===== config.mk =====
export PLATFORM = sky130hd
export DESIGN_NAME = life_gen_sequencer
export DESIGN_NICKNAME = d
export VERILOG_FILES = /design/src/rtl/life_gen_sequencer.sv
export SDC_FILE = /design/constraint.sdc
export NUM_CORES = 1
export LEC_CHECK = 0
export CORE_MARGIN = 5
export CORE_UTILIZATION = 62
export CTS_CLUSTER_SIZE = 16
export DETAILED_ROUTE_END_ITERATION = 8
export DONT_BUFFER_PORTS = 1
export PLACE_DENSITY = 0.78
export SETUP_SLACK_MARGIN = 0.2
export SYNTH_ARGS = -nofsm -noshare
export SYNTH_HDL_FRONTEND = slang
export SYNTH_SLANG_ARGS = --single-unit

===== constraint.sdc =====
create_clock -name clk -period 2.2 [get_ports clk]
set_clock_uncertainty 0.05 [all_clocks]
set_input_delay 0.33 -clock clk [delete_from_list [all_inputs] [get_ports clk]]
set_output_delay 0.33 -clock clk [all_outputs]
set_load 0.01 [all_outputs]

===== src/rtl/life_gen_sequencer.sv =====
// Frame-level scheduler and cell-walk sequencer for the 8x8 Life engine.
// Picks load / generation per frame tick and strobes the datapath one cell per beat.
module life_gen_sequencer #(
    parameter int CELL_BITS  = 6,
    parameter int SPEED_BITS = 3,
    parameter int GEN_BITS   = 16
) (
    input  logic                  clk,
    input  logic                  rst_n,
    input  logic                  vsync,
    input  logic                  run,
    input  logic                  step,
    input  logic                  load_req,
    input  logic [SPEED_BITS-1:0] speed,
    input  logic                  cell_ready,
    output logic [CELL_BITS-1:0]  cell_idx,
    output logic                  copy_en,
    output logic                  compute_en,
    output logic                  load_en,
    output logic                  disp_sel,
    output logic                  busy,
    output logic                  gen_done,
    output logic [GEN_BITS-1:0]   gen_count,
    output logic [1:0]            bg_phase
);

    typedef enum logic [2:0] {IDLE, LOAD, COPY, COMPUTE, DONE} state_t;

    state_t                state, state_nx;
    logic                  vsync_q, step_q, load_q;
    logic                  frame_tick, step_edge, load_edge;
    logic [SPEED_BITS-1:0] frame_cnt;
    logic                  gen_pend, load_pend;
    logic                  sched_hit, gen_any, load_any, accept;
    logic                  beat, last_beat;

    assign frame_tick = vsync & ~vsync_q;
    assign step_edge  = step & ~step_q;
    assign load_edge  = load_req & ~load_q;

    // Requests raised on the same tick that IDLE samples are honoured immediately.
    assign sched_hit = frame_tick & run & (frame_cnt == speed);
    assign gen_any   = gen_pend | sched_hit | (step_edge & ~run);
    assign load_any  = load_pend | load_edge;
    assign accept    = (state == IDLE) & frame_tick & (gen_any | load_any);

    assign beat      = (copy_en | compute_en | load_en) & cell_ready;
    assign last_beat = beat & (cell_idx == '1);
    assign busy      = (state != IDLE);

    always_ff @(posedge clk or negedge rst_n) begin
        if (!rst_n) begin
            vsync_q   <= 1'b0;
            step_q    <= 1'b0;
            load_q    <= 1'b0;
            frame_cnt <= '0;
            gen_pend  <= 1'b0;
            load_pend <= 1'b0;
            cell_idx  <= '0;
            gen_count <= '0;
            bg_phase  <= '0;
            state     <= IDLE;
        end else begin
            vsync_q <= vsync;
            step_q  <= step;
            load_q  <= load_req;
            if (frame_tick)
                frame_cnt <= (run && frame_cnt != speed) ? frame_cnt + 1'b1 : '0;
            // Accepting either request drops any coalesced generation request.
            gen_pend  <= accept ? 1'b0 : gen_any;
            load_pend <= accept ? 1'b0 : load_any;
            if (beat)
                cell_idx <= cell_idx + 1'b1;
            if (state == DONE) begin
                gen_count <= gen_count + 1'b1;
                bg_phase  <= bg_phase + 1'b1;
            end else if (state == LOAD && last_beat) begin
                gen_count <= '0;
                bg_phase  <= '0;
            end
            state <= state_nx;
        end
    end

    always_comb begin
        state_nx   = state;
        copy_en    = 1'b0;
        compute_en = 1'b0;
        load_en    = 1'b0;
        disp_sel   = 1'b0;
        gen_done   = 1'b0;
        case (state)
            IDLE:    if (accept) state_nx = load_any ? LOAD : COPY;
            LOAD: begin
                load_en = 1'b1;
                if (last_beat) state_nx = IDLE;
            end
            COPY: begin
                copy_en = 1'b1;
                if (last_beat) state_nx = COMPUTE;
            end
            COMPUTE: begin
                // Show prev while curr is being rewritten.
                compute_en = 1'b1;
                disp_sel   = 1'b1;
                if (last_beat) state_nx = DONE;
            end
            DONE: begin
                gen_done = 1'b1;
                state_nx = IDLE;
            end
            default: state_nx = IDLE;
        endcase
    end

endmodule


==> out/qor.yml, run 1 <==
status: "finished, final reports clean"
crit_path_max_incr_delay_ns: 0.45
arrival_ns: 1.53
cts_made_buffers: 5
critical_path_depth: 3
drv_slew: 0
dp_slack_ns: 0.282
worst_pin_slew_ns: 0.428
first_global_vias: 1439
placement.io_buffers: 0
area_delta_synth_final_pct: 11.3
die-height_um: 63.2
cts.sinks: 35
path_buf_inv: 2
dp_hpwl_um: 2610
clk_pin_slew_ns: 0.09
clock_latency_ns: 0.34
drtIter0Drc: 127
rr_worst_depth: 6
root_buffer: "clkbuf_4"
antenna_found_initial: 0
syn_area_sq_um: 1760
seqCellArea_sq_um: 882
ios: 40
finalWorstSetupSlack_ns: 0.290
drt_wl_total_um: 3730
drive_gt1_share_pct: 16.1
vias: 1398
ant_nets: 0
grt_pass1_wl_um: 6520
rsz0062_at_grt: "false"
chipWidth_um: 63.2
fp-row-count: 19
cap_violations: 0
yosys-top-cells-area: "dfrtp_1, o21ai_0, mux2i_1"
crit_required_ns: 1.82
overflow: 0
r2r-start: "cell_idx[0]"
crit_path_top_delay_cell: "dfrtp_1"
fin_crit_sh_pct: 86.8
ys_ff_latch: 35
setup-violations-final: 0
setup_tns_ns: 0
cts_tree: "yes"
min_from: "run"
syn_area_per_cell_sq_um: 9.87
n_fill_cell: 208
cp_top_family: "flip-flops"
core_area_sq_um: 2730
startpoint: "state[0]"
timing.fmax_ghz: 0.523
cp_cell_sequence: "or3b_4 -> inv_2 -> buf_4"
critPathCaptureType: "output pin"
yosysUniqueCellTypes: 39
antenna_cells: 0
multi_input_area_sq_um: 828
critPathLaunchType: "register"
syn-num-nets: 191
grt_max_degree: 36
globalplace.congestion: 0.827
synth.largest_area_cell: "dfrtp_1"
hold_path_depth: 2
hold_viol_final: 0
layout.nets: 206
synthesis.instances: 178
max_slew_margin_pct: 71.2
avgRoutedWirePerCell_um: 16.6
die_area_sq_um: 4000
critPathKind: "register to output pin"
dr.pass1.iters: 4
start_util_pct: 64.3
groute.usage.overall_pct: 20.5
yosysSeqAreaShare_pct: 49.9
htree_levels: 2
path_max_fanout: 7
power.density_nw_per_um2: 833
cts_max_path_buffers: 2
p_leak_nw: 0.862
layout_min_cycle_time_ns: 1.91
synth_top_area_share_pct: 49.9
drc_errors: 0
synth_warnings: 0
vias_per_cell: 6.24
ir_drop_uv: 924
hold_class: "primary input to register"
==> Yosys cell counts <==
cell / number
a21o_2: 1
a21oi_1: 5
a221oi_1: 2
a31oi_1: 5
and3_1: 5
buf_2: 2
buf_4: 1
buf_6: 1
dfrtp_1: 35
ha_1: 3
inv_1: 10
mux2_2: 1
mux2i_1: 7
nand2_1: 15
nand2b_1: 2
nand2b_2: 1
nand3_1: 7
nand3b_1: 1
nand4_1: 7
nor2_1: 13
nor2b_1: 2
nor3_1: 8
nor3b_1: 2
nor4_1: 3
nor4_4: 1
o211ai_1: 3
o21a_1: 1
o21ai_0: 15
o21ai_1: 1
o21ai_2: 1
o21bai_1: 1
o2bb2ai_1: 1
o31ai_1: 1
or2_2: 1
or3_2: 2
or3b_1: 1
or4b_1: 1
xnor2_1: 5
xor2_1: 4
==> layout by cell type, fill, tap and decap left out, types with 2 or more instances in the layout <==
cell type	instances
dfrtp_2	5
a21oi_1	5
buf_4	7
nand4_1	7
o21ai_0	15
a221oi_1	2
nand2_1	15
dlygate4sd3_1	4
a31oi_1	5
dfrtp_1	30
and3_1	5
mux2i_1	7
xnor2_1	5
inv_1	9
or3_2	2
nor2b_1	2
nor2_1	13
xor2_1	4
clkbuf_4	5
nor4_1	3
nand3_1	7
nand2b_1	2
ha_1	3
nor3b_1	2
o211ai_1	3
nor3_1	8
==> report_power, final <==
group | internal (mW) | total, mW | switching [mW] | leakage, nW
combinational | 0.154 | 0.342 | 0.188 | 0.474
sequential | 0.755 | 0.928 | 0.173 | 0.355
clock | 0.148 | 0.359 | 0.211 | 0.0341
==> per-stage QoR <==
stage	utilization, %	instances	power, mW	hold WS, ns	area (sq um)
2_1_floorplan	-	178	1.17	-0.0156	1760
3_3_place_gp	65.7	209	1.23	-0.0148	1800
3_5_place_dp	65.7	209	1.25	-0.0147	1800
4_1_cts	70.1	221	1.63	0.150	1920
5_1_grt	71.5	224	1.75	0.178	1960
6_report	71.5	224	1.63	0.182	1960
==> kinds of logic (layout without fill, tap and decap cells) <==
group                    after synthesis  after routing  synth area share, %
AND/OR/NAND/NOR                       72             72                 22.3
AO/OA/AOI/OAI                         37             37                 12.8
flip-flops                            35             35                 49.9
buffers and inverters                 14             29                 3.78
XOR/XNOR                               9              9                 4.49
multiplexers                           8              8                 4.63
adder cells (fa/ha/maj)                3              3                 2.14
==> area by class of cell <==
type / count / share of cell area (%)
well taps: 31 / 1.98
clock buffers: 6 / 2.62
flip-flops and latches: 35 / 45.1
clock inverters: 1 / 0.256
inverters: 10 / 1.92
multi-input cells: 129 / 42.4
repair buffers: 12 / 5.76
==> worst paths after layout <==
| check | end | slack, ns |
|---|---|---|
| max in group asynchronous | state[2] | 1.52 |
| worst min register to register | state[2] | 0.48 |
| min in group asynchronous | gen_count[10] | 0.38 |
| worst max-delay path | gen_done | 0.29 |
| worst max register to register | state[0] | 0.38 |
| worst min-delay path | frame_cnt[1] | 0.18 |
==> what timing repair did <==
item,4_1_cts,5_1_grt
hold buffers,5,0
endpoints found under the hold margin,38,0
buffers inserted,0,3
gates resized for setup,3,6
pin swaps,0,1
endpoints found under the setup margin,1,15
==> registers in the layout, indices dropped and copies added (netlist names), 2 cells and up <==
signal / flops
frame_cnt: 3
state: 3
cell_idx: 6
gen_count: 16
bg_phase: 2
==> layer usage <==
layer / share of wire (%) / GRT usage, % / routed length [um]
met1: 40 / 22.5 / 1500
met2: 51 / 34.4 / 1910
met3: 7.9 / 9.06 / 293
met4: 0.67 / 8.57 / 25
met5: 0 / 0 / 0
Power figures use the tool's default switching activity.
==> inputs of run 2 (changes only) <==
==> constraint.sdc (replaced) <==
create_clock -name clk -period 2.15 [get_ports clk]
set_clock_uncertainty 0.05 [all_clocks]
set_input_delay 0.3225 -clock clk [delete_from_list [all_inputs] [get_ports clk]]
set_output_delay 0.3225 -clock clk [all_outputs]
set_load 0.01 [all_outputs]
==> run 2 against run 1 <==
  * Via count increased by 1.7%
  * Clock power increased by 64%
  * Worst setup slack got worse by 0.0078 ns
  * First-iteration DRC count increased by 2.4%
  * Combinational power increased by 21%
  * Critical path type unchanged
  * Largest cell class unchanged
==> out/qor.yml, run 2 (synthesis results as in run 1) <==
status: "finished, final reports clean"  # unchanged
hold_viol_final: 0  # unchanged
setup-violations-final: 0  # unchanged
timing.fmax_ghz: 0.535
cp_top_family: "flip-flops"  # unchanged
critical_path_depth: 3  # unchanged
worst_pin_slew_ns: 0.415  # was 0.428 ns
ios: 40  # unchanged
cts_tree: "yes"  # unchanged
globalplace.congestion: 0.836  # was 0.827
grt_max_degree: 36  # unchanged
fin_crit_sh_pct: 86.9
start_util_pct: 64.3  # unchanged
area_delta_synth_final_pct: 14.2  # was 11.3%
clock_latency_ns: 0.34  # about the same
path_buf_inv: 2  # unchanged
dp_hpwl_um: 2690  # was 2610 um
avgRoutedWirePerCell_um: 17.4  # was 16.6 um
cts_max_path_buffers: 2  # unchanged
largest_reg_flops: 16  # unchanged
cap_violations: 0  # unchanged
p_total_mw: 1.92  # was 1.63 mW
hold_class: "primary input to register"  # unchanged
dp_cells: 211  # was 209
n_fill_cell: 192  # was 208
crit_required_ns: 1.78  # was 1.82 ns
critPathKind: "register to output pin"  # unchanged
final_util_pct: 73.4  # was 71.5%
ir_drop_uv: 1020  # was 924 uV
crit_path_top_delay_cell: "dfrtp_2"  # was dfrtp_1
arrival_ns: 1.50  # was 1.53 ns
die-height_um: 63.2  # unchanged
fp-row-count: 19  # unchanged
die_area_sq_um: 4000  # unchanged
regMostFlops: "gen_count"  # unchanged
root_buffer: "clkbuf_4"  # unchanged
fin_cells: 225  # was 224
placement.io_buffers: 0  # unchanged
antenna_cells: 0  # unchanged
drv_slew: 0  # unchanged
first_global_vias: 1470  # was 1439
cts_made_buffers: 5  # unchanged
crit_path_max_incr_delay_ns: 0.46  # was 0.45 ns
vias: 1422  # was 1398
max_slew_margin_pct: 72.1  # was 71.2%
power.density_nw_per_um2: 959  # was 833 nW/um^2
cts.sinks: 35  # unchanged
cp_cell_sequence: "or3b_4 -> inv_2 -> buf_6"  # was or3b_4 -> inv_2 -> buf_4
antenna_found_initial: 0  # unchanged
rsz0062_at_grt: "true"  # was false
critPathCaptureType: "output pin"  # unchanged
dr.pass1.iters: 4  # unchanged
reg_top3: "gen_count x16, cell_idx x6"  # unchanged
chipWidth_um: 63.2  # unchanged
clk_pin_slew_ns: 0.10  # was 0.09 ns
grt_pass1_wl_um: 6660  # was 6520 um
path_max_fanout: 10  # was 7
overflow: 0  # unchanged
rr_worst_depth: 5  # was 6
critPathLaunchType: "register"  # unchanged
drive_gt1_share_pct: 15.5  # was 16.1%
setup_tns_ns: 0  # unchanged
drc_errors: 0  # unchanged
layout_min_cycle_time_ns: 1.87
p_leak_nw: 0.885  # was 0.862 nW
final_common_cell: "dfrtp_1"  # unchanged
seqCellArea_sq_um: 880  # was 882 sq um
ant_nets: 0  # unchanged
layout_common_cells: "dfrtp_1, nand2_1, o21ai_0, nor2_1, inv_1"  # unchanged
drt_wl_total_um: 3920  # was 3730 um
htree_levels: 2  # unchanged
layout.nets: 206  # unchanged
drtIter0Drc: 130  # was 127
hold_path_depth: 2  # unchanged
multi_input_area_sq_um: 828  # unchanged
groute.usage.overall_pct: 20.9  # was 20.5%
vias_per_cell: 6.32  # was 6.24
core_area_sq_um: 2730  # unchanged
## run 2: cell type report
| type | instances | area share [%] |
|---|---|---|
| Clock buffer | 5 | 1.87 |
| Clock inverter | 3 | 3.37 |
| Inverter | 10 | 1.87 |
| Multi-Input combinational cell | 129 | 41.3 |
| Sequential cell | 35 | 43.9 |
| Tap cell | 31 | 1.93 |
| Timing Repair Buffer | 12 | 5.80 |
## run 2: power by group
part           switching [mW]  internal [mW]  leakage (nW)
Clock                   0.226          0.361        0.0514
Sequential              0.155          0.767         0.358
Combinational           0.231          0.183         0.476
## run 2: final timing paths
| kind | startpoint | slack (ns) | end |
|---|---|---|---|
| worst min register to register | frame_cnt[2] | 0.50 | frame_cnt[2] |
| worst max-delay path | state[0] | 0.28 | gen_done |
| min in group asynchronous | rst_n | 0.36 | gen_count[10] |
| worst min-delay path | run | 0.16 | frame_cnt[1] |
| max in group asynchronous | rst_n | 1.50 | state[2] |
| worst max register to register | state[0] | 0.28 | gen_count[15] |
## run 2: routing by layer
| layer | track usage [%] | up-vias | share of wire (%) |
|---|---|---|---|
| met2 | 34.9 | 57 | 50 |
| met1 | 22.0 | 679 | 39 |
| li1 | - | 673 | - |
| met5 | 0 | - | 0 |
| met3 | 9.59 | 13 | 8.3 |
| met4 | 10.6 | 0 | 2.7 |
## run 2: through the flow
step           instance area, sq um  hold slack, ns  setup WS (ns)
5_1_grt                        2010           0.136          0.148
3_3_place_gp                   1810         -0.0222          0.244
3_5_place_dp                   1810         -0.0222          0.195
2_1_floorplan                  1760         -0.0231          0.419
4_1_cts                        2000           0.142          0.235
6_report                       2010           0.160          0.282
## run 2: repair_timing
| action | 4_1_cts | 5_1_grt |
|---|---|---|
| cloned | 0 | 0 |
| setup buffers | 1 | 0 |
| setup endpoints to repair | 8 | 19 |
| resized for setup | 5 | 4 |
| pin swaps | 1 | 0 |
| hold buffers | 5 | 0 |
| endpoints found under the hold margin | 38 | 0 |
==> inputs of run 3 (changes only) <==
--- a/config.mk
+++ b/config.mk
@@ -6,11 +6,12 @@
 export NUM_CORES = 1
 export LEC_CHECK = 0
 export CORE_MARGIN = 5
-export CORE_UTILIZATION = 62
+export CORE_UTILIZATION = 65
+export CTS_BUF_LIST = sky130_fd_sc_hd__clkbuf_2
 export CTS_CLUSTER_SIZE = 16
 export DETAILED_ROUTE_END_ITERATION = 8
 export DONT_BUFFER_PORTS = 1
-export PLACE_DENSITY = 0.78
+export PLACE_DENSITY = 0.81
 export SETUP_SLACK_MARGIN = 0.2
 export SYNTH_ARGS = -nofsm -noshare
 export SYNTH_HDL_FRONTEND = slang
==> run 3 against run 2 <==
  * Hold slack lost 0.028 ns
  * Clock power shrank 54%
  * Sequential power grew 3.3%
  * Flip-flop and latch count is the same
  * Cell count shrank 1.3%
  * Cell area shrank 3.3%
  * Core utilization grew 3.5 points
  * Largest cell class unchanged
  * Highest routed layer unchanged
==> out/qor.yml, run 3 (synthesis results as in run 1) <==
max_slew_margin_pct: 72.5  # was 72.1%
setup_tns_ns: 0  # unchanged
final_common_cell: "dfrtp_1"  # unchanged
grt_pass1_wl_um: 6410  # was 6660 um
critPathKind: "register to output pin"  # unchanged
path_max_fanout: 8  # was 10
core_area_sq_um: 2520  # was 2730 sq um
avgRoutedWirePerCell_um: 16.9  # was 17.4 um
crit_required_ns: 1.78  # about the same
startpoint: "state[0]"  # unchanged
chipWidth_um: 62.0  # was 63.2 um
htree_levels: 2  # unchanged
hold_path_depth: 2  # unchanged
p_leak_nw: 0.865  # was 0.885 nW
drive_gt1_share_pct: 16.1  # was 15.5%
crit_path_max_incr_delay_ns: 0.47  # was 0.46 ns
drtIter0Drc: 68  # was 130
dr.pass1.iters: 4  # unchanged
dp_hpwl_um: 2660  # was 2690 um
antenna_cells: 0  # unchanged
hold_class: "primary input to register"  # unchanged
status: "finished, final reports clean"  # unchanged
ir_drop_uv: 655  # was 1020 uV
n_fill_cell: 170  # was 192
r2r-start: "cell_idx[0]"  # was state[0]
area_delta_synth_final_pct: 10.4  # was 14.2%
path_buf_inv: 2  # unchanged
rr_worst_depth: 6  # was 5
overflow: 0  # unchanged
critPathCaptureType: "output pin"  # unchanged
cts_tree: "yes"  # unchanged
layout_min_cycle_time_ns: 1.87  # about the same
cts.sinks: 35  # unchanged
first_global_vias: 1475  # was 1470
timing.fmax_ghz: 0.534  # was 0.535 GHz
cts_made_buffers: 5  # unchanged
hold_viol_final: 0  # unchanged
cp_top_family: "flip-flops"  # unchanged
post_dp_cell_area_sq_um: 1800  # was 1810 sq um
largest_reg_flops: 16  # unchanged
start_util_pct: 69.6  # was 64.3%
seqCellArea_sq_um: 882  # was 880 sq um
layout.nets: 206  # unchanged
critPathLaunchType: "register"  # unchanged
fin_crit_sh_pct: 87.0  # was 86.9%
ant_nets: 0  # unchanged
fp-row-count: 18  # was 19
groute.usage.overall_pct: 22.5  # was 20.9%
placement.io_buffers: 0  # unchanged
power.density_nw_per_um2: 817  # was 959 nW/um^2
grt_max_degree: 36  # unchanged
worst_pin_slew_ns: 0.409  # was 0.415 ns
root_buffer: "clkbuf_2"  # was clkbuf_4
antenna_found_initial: 0  # unchanged
ios: 40  # unchanged
cts_max_path_buffers: 2  # unchanged
drt_wl_total_um: 3750  # was 3920 um
rsz0062_at_grt: "false"  # was true
clk_pin_slew_ns: 0.15  # was 0.10 ns
crit_path_top_delay_cell: "dfrtp_2"  # unchanged
vias: 1383  # was 1422
cp_cell_sequence: "or3b_4 -> inv_4 -> buf_6"  # was or3b_4 -> inv_2 -> buf_6
drv_slew: 0  # unchanged
globalplace.congestion: 0.902  # was 0.836
arrival_ns: 1.50  # about the same
regMostFlops: "gen_count"  # unchanged
regToRegSetupSlack_ns: 0.35  # was 0.28 ns
endpoint: "gen_done"  # unchanged
reg2reg_to: "state[0]"  # was gen_count[15]
critical_path_depth: 3  # unchanged
clock_latency_ns: 0.36  # was 0.34 ns
cap_violations: 0  # unchanged
layout_common_cells: "dfrtp_1, nand2_1, o21ai_0, nor2_1, inv_1"  # unchanged
vias_per_cell: 6.23  # was 6.32
stdcell_area_sq_um: 1940  # was 2010 sq um
die_area_sq_um: 3840  # was 4000 sq um
reg_top3: "gen_count x16, cell_idx x6"  # unchanged
multi_input_area_sq_um: 833  # was 828 sq um
setup-violations-final: 0  # unchanged
die-height_um: 62.0  # was 63.2 um
drc_errors: 0  # unchanged
[run 3: changes by cell type in the layout (fill, tap and decap cells not counted), sizes merged]
cell | previous run | this run
bufinv | 2 | 0
clkinvlp | 1 | 0
clkbuf | 5 | 6
[run 3: power by group]
group          switching (mW)  leakage, nW  internal (mW)
Clock                   0.198       0.0249         0.0736
Combinational           0.200        0.484          0.161
Sequential              0.179        0.356          0.772
Total                   0.577        0.865           1.01
[run 3: per-stage QoR]
step           utilization [%]  total power [mW]  setup WS [ns]  cells  hold WS [ns]
6_report                  76.9              1.58          0.279    222         0.132
5_1_grt                   76.9              1.69          0.208    222         0.133
4_1_cts                   75.7              1.58          0.211    221         0.120
3_5_place_dp              71.2              1.29          0.209    208       -0.0223
3_3_place_gp              71.2              1.26          0.266    208       -0.0223
2_1_floorplan                -              1.20          0.419    178       -0.0231
[run 3: worst min-delay path by stage]
stage                   end  start
4_1_cts        frame_cnt[1]    run
2_1_floorplan   bg_phase[0]  rst_n
5_1_grt        frame_cnt[1]    run
3_5_place_dp   gen_count[3]  rst_n
6_report       frame_cnt[1]    run
3_3_place_gp   gen_count[7]  rst_n
[run 3: area by class of cell]
cell class,count,area share (%)
clock buffer,6,1.55
sequential,35,45.5
tap,30,1.94
multi-input combinational,129,43.0
timing repair buffer,12,6.00
inverter,10,2.06
[run 3: layer usage]
layer | GRT usage, % | vias to the layer above | routed length [um]
li1 | - | 671 | -
met1 | 25.1 | 656 | 1450
met2 | 39.5 | 51 | 1920
met3 | 7.64 | 5 | 324
met4 | 8.18 | 0 | 48
met5 | 0 | - | 0
[run 3: worst register-to-register path: stages, from the launching register on]
cell and delay, ns:
dfrtp_2 0.45, ha_1 0.18, nand2_1 0.07, or4b_4 0.51, buf_4 0.19, o21ai_1 0.17
a221oi_1 0.07
[run 3: timing repair]
item | 4_1_cts | 5_1_grt
endpoints found under the setup margin | 2 | 17
endpoints found under the hold margin | 38 | 0
buffers inserted | 2 | 1
hold buffers | 5 | 0
resized for setup | 3 | 9
pin swaps | 1 | 1
